File: config.mk
export PLATFORM = sky130hd
export DESIGN_NAME = regfile_write_arbiter
export DESIGN_NICKNAME = d
export VERILOG_FILES = /design/src/rtl/regfile_write_arbiter.sv
export SDC_FILE = /design/constraint.sdc
export NUM_CORES = 1
export LEC_CHECK = 0
export CORE_ASPECT_RATIO = 0.7
export CORE_MARGIN = 1.5
export CORE_UTILIZATION = 39
export DETAILED_ROUTE_END_ITERATION = 10
export PLACE_DENSITY = 0.78
export SKIP_CTS_REPAIR_TIMING = 1
export SLEW_MARGIN = 15
export SYNTH_ARGS = -nofsm -noshare
export SYNTH_HDL_FRONTEND = slang
export SYNTH_SLANG_ARGS = --single-unit
File: constraint.sdc
create_clock -name clk -period 2.4 [get_ports clk]
set_input_delay 0.24 -clock clk [delete_from_list [all_inputs] [get_ports clk]]
set_output_delay 0.24 -clock clk [all_outputs]
set_load 0.02 [all_outputs]
File: src/rtl/regfile_write_arbiter.sv
// Round-robin arbiter sharing the register-bank write port among NUM_REQ
// writeback units, plus a per-register busy scoreboard for RAW hazard checks.
module regfile_write_arbiter #(
  parameter int NUM_REQ = 3,
  parameter int ADDR_W  = 5,
  parameter int DATA_W  = 32
) (
  input  logic                      clk,
  input  logic                      rst,
  input  logic [NUM_REQ-1:0]        req_valid,
  input  logic [NUM_REQ*ADDR_W-1:0] req_addr,
  input  logic [NUM_REQ*DATA_W-1:0] req_data,
  output logic [NUM_REQ-1:0]        req_ready,
  output logic                      wr_en,
  output logic [ADDR_W-1:0]         wr_addr,
  output logic [DATA_W-1:0]         wr_data,
  input  logic                      reserve_valid,
  input  logic [ADDR_W-1:0]         reserve_addr,
  input  logic [ADDR_W-1:0]         check_addrA,
  input  logic [ADDR_W-1:0]         check_addrB,
  output logic                      hazardA,
  output logic                      hazardB,
  output logic [(1<<ADDR_W)-1:0]    busy_mask
);

  localparam int PTR_W    = (NUM_REQ > 1) ? $clog2(NUM_REQ) : 1;
  localparam int NUM_REGS = 1 << ADDR_W;

  logic [PTR_W-1:0]    rr_ptr;
  logic [PTR_W-1:0]    win_idx;
  logic [PTR_W-1:0]    next_ptr;
  logic [PTR_W-1:0]    cand;
  logic [PTR_W:0]      sum;
  logic [NUM_REQ-1:0]  grant;
  logic                any_grant;
  logic [ADDR_W-1:0]   win_addr;
  logic [DATA_W-1:0]   win_data;
  logic [NUM_REGS-1:0] busy_next;

  // Handshake: requester i transfers at a rising edge where req_valid[i] and
  // req_ready[i] are both 1. Ready depends only on the valids and rr_ptr, so a
  // requester may hold valid waiting for ready but must not wait for ready to
  // raise valid.
  always_comb begin
    grant     = '0;
    win_idx   = '0;
    any_grant = 1'b0;
    sum       = '0;
    cand      = '0;
    for (int j = 0; j < NUM_REQ; j++) begin
      sum = {1'b0, rr_ptr} + (PTR_W+1)'(j);
      if (sum >= (PTR_W+1)'(NUM_REQ)) sum = sum - (PTR_W+1)'(NUM_REQ);
      cand = sum[PTR_W-1:0];
      if (!any_grant && req_valid[cand]) begin
        any_grant   = 1'b1;
        grant[cand] = 1'b1;
        win_idx     = cand;
      end
    end
    if (rst) begin
      grant     = '0;
      any_grant = 1'b0;
    end
  end

  always_comb begin
    win_addr = '0;
    win_data = '0;
    for (int i = 0; i < NUM_REQ; i++) begin
      if (grant[i]) begin
        win_addr = req_addr[i*ADDR_W +: ADDR_W];
        win_data = req_data[i*DATA_W +: DATA_W];
      end
    end
  end

  assign next_ptr  = (win_idx == PTR_W'(NUM_REQ-1)) ? '0 : win_idx + 1'b1;
  assign req_ready = grant;

  // A reservation at the same edge as the committing write wins: the newer
  // producer is still outstanding.
  always_comb begin
    busy_next = busy_mask;
    if (wr_en) busy_next[wr_addr] = 1'b0;
    if (reserve_valid) busy_next[reserve_addr] = 1'b1;
  end

  always_ff @(posedge clk or posedge rst) begin
    if (rst) begin
      rr_ptr    <= '0;
      wr_en     <= 1'b0;
      wr_addr   <= '0;
      wr_data   <= '0;
      busy_mask <= '0;
    end else begin
      wr_en     <= any_grant;
      busy_mask <= busy_next;
      if (any_grant) begin
        wr_addr <= win_addr;
        wr_data <= win_data;
        rr_ptr  <= next_ptr;
      end
    end
  end

  assign hazardA = busy_mask[check_addrA];
  assign hazardB = busy_mask[check_addrB];

endmodule

==> results.toml <==
[run_status]
status = "finished, violations left"
violations = "setup timing"

[timing]
fmax_mhz = 409
fin_worst_skew_ns = 0.00775
hold_viol_final = 0
rsz0062_at_grt = "yes"
slew_headroom = 0.356
fin_crit_sh = 1.02
layout_min_cycle_time_ns = 2.45
final-setup-viol-count = 4
tightest_slew_ns = 0.966
tns_ns = -0.0588
slew_violations = 0
fin_ws_ns = -0.0466

[job]
max_cap_viol_count = 0

[global_route]
grt_pass1_vias = 5198
antenna_found_initial = 0
grt_max_degree = 73
grt_pass1_wl_mm = 28.0
grt_overflow = 0
grtUsageTotal = 0.282

[critical_path]
endpoint_kind = "register"
critPathLaunchType = "register"
critical_path_class = "register to register"
cp_max_fo = 7
r2r_start = "rr_ptr[0]"
required_ns = 2.63
critPathLaunch = "rr_ptr[0]"
worstPathArrival_ns = 2.68

[synth]
netlist_area_um2 = 4780
yosys-top-cells-area = "dfrtp_1, mux4_2, o21ai_0"
synthArstFlopShare = 1.00
synth_seq_area_share = 0.377
ys_types = 44
synth_cells = 476
synth_edf_count = 0
avgSynthCellArea_um2 = 10.0
yosys_most_used_dff = "dfrtp_1"
synth_warnings = 0
synth_top_area_share = 0.377
post-synth-top-area-cell = "dfrtp_1"
synth_nets = 612
ys_seq_elements = 72

[clock_network]
insertion_delay_ns = 0.34
clkTransAtPathRegs_ns = 0.06
htreeDepth = 3
cts_root_buf = "clkbuf_16"
clock-sinks = 72
cts_inserted_buffers = 9
clockBufferDepth = 2
cts_tree = "built"

[final_layout]
syn2layout_area_growth_pct = 75.0
drive_above_1_share = 0.296
fin_cells = 913
num_antenna_cells = 0
stdcell_area_um2 = 8360
multi_input_area_um2 = 2880
seqCellArea_um2 = 1800
nNetsFinal = 887
fill_cells = 851

[placement]
post_dp_cell_area_um2 = 7530
gp_congestion = 0.914
dp.cells = 879
dp_hpwl_mm = 13.4
portBuffers = 206

[die]
dieArea_um2 = 12900
core_um2 = 11800
start_util = 0.405
io_pins = 207
fp.dieW_um = 135
num_rows = 33
die_h_um = 95.6

[pwr]
powerDensity_nw_per_um2 = 1520
leakagePower_nw = 3.19
total_power_mw = 12.7
ir_drop_mv = 0.729

[min_path]
hp-start = "req_data[34]"
hold_path.class = "input pin to register"

[routing]
wl_per_cell_um = 21.6
via_per_inst = 6.02
met3_length_mm = 2.29
drt_iter0_markers = 471
highest_layer = "met4"
wl_met2_mm = 9.21
drc = 0
routed_wl_mm = 19.7
dr.pass1.iters = 5
vias = 5496
wl_met1_mm = 7.73
ant_nets = 0
-- state kept, by name (all words and copies together) (netlist names) --
| signal | count |
|---|---|
| wr_data | 32 |
| wr_addr | 5 |
| rr_ptr | 2 |
| busy_mask | 32 |
| wr_en | 1 |
-- final timing paths --
check | slack (ns) | cells past startpoint | endpoint
hold reg to reg | 0.58 | 2 | wr_data[3]
max in group asynchronous | 0.96 | 3 | rr_ptr[1]
min in group asynchronous | 0.72 | 3 | wr_addr[3]
setup reg to reg | -0.05 | 11 | wr_addr[1]
setup / recovery | -0.05 | 11 | wr_addr[1]
hold / removal | 0.48 | 3 | wr_data[2]
-- kinds of logic after synthesis --
kind of cell,share of synthesized area
buffers and inverters,0.0602
AND/OR/NAND/NOR,0.163
adder cells (fa/ha/maj),0.0105
AO/OA/AOI/OAI,0.283
multiplexers,0.106
flip-flops,0.377
-- where the power goes --
part	internal, mW	switching (mW)
clock	0.921	0.570
sequential	1.84	0.620
combinational	4.38	4.36
total	7.14	5.55
-- layout make-up --
class                           count  share of cell area
Clock buffer                        9              0.0269
Clock inverter                      7              0.0123
Inverter                            7             0.00359
Multi-Input combinational cell    356               0.344
Sequential cell                    72               0.216
Tap cell                          157              0.0235
Timing Repair Buffer              305               0.374
-- through the flow --
stage | util | hold slack (ns) | setup slack [ns]
after floorplan | - | 0.394 | 0.0750
after global placement | 0.638 | 0.557 | -0.495
after detailed placement | 0.638 | 0.562 | -0.510
after CTS | 0.666 | 0.466 | -0.563
after global routing | 0.708 | 0.484 | -0.102
final | 0.708 | 0.479 | -0.0466
-- layout by cell type, fill, tap and decap left out, types with 4 or more instances in the layout --
cell and n:
nand3_1 5, o211ai_1 17, nand3b_1 13, clkbuf_16 15
mux4_2 20, nand2_1 48, inv_2 4, nor2_1 42
or3b_2 5, dfrtp_1 70, nor3_1 38, o211ai_2 20
buf_6 13, dlymetal6s2s_1 4, a311oi_1 15, a311oi_2 22
buf_12 13, clkdlybuf4s50_1 197, o21ai_0 67, buf_4 70
-- synth_stat cells (3+ instances only) --
master / n
dfrtp_1: 72
o21ai_0: 67
nand2_1: 49
nor2_1: 45
nor3_1: 38
a311oi_2: 20
mux4_2: 20
o211ai_2: 20
a311oi_1: 17
o211ai_1: 17
clkbuf_1: 16
nand3b_1: 13
buf_2: 11
buf_6: 11
nand3_1: 6
inv_1: 5
or3b_2: 5
ha_1: 4
a21oi_1: 3
buf_4: 3
o21ai_1: 3
-- routing by layer --
layer / track usage / vias to the layer above
li1: - / 2371
met1: 0.375 / 2647
met2: 0.456 / 420
met3: 0.0739 / 58
met4: 0.0860 / 0
met5: 0 / -
-- worst max-delay path, stage by stage, from the launching register on --
cell and delay, ns:
dfrtp_1 0.40, buf_6 0.14, ha_4 0.18, mux2i_4 0.20, buf_6 0.15, o21a_4 0.21
buf_6 0.13, nor3_4 0.22, buf_12 0.17, clkbuf_16 0.16, o211ai_1 0.09, a311oi_1 0.29
Note: power is estimated with default switching activity, not from simulation.
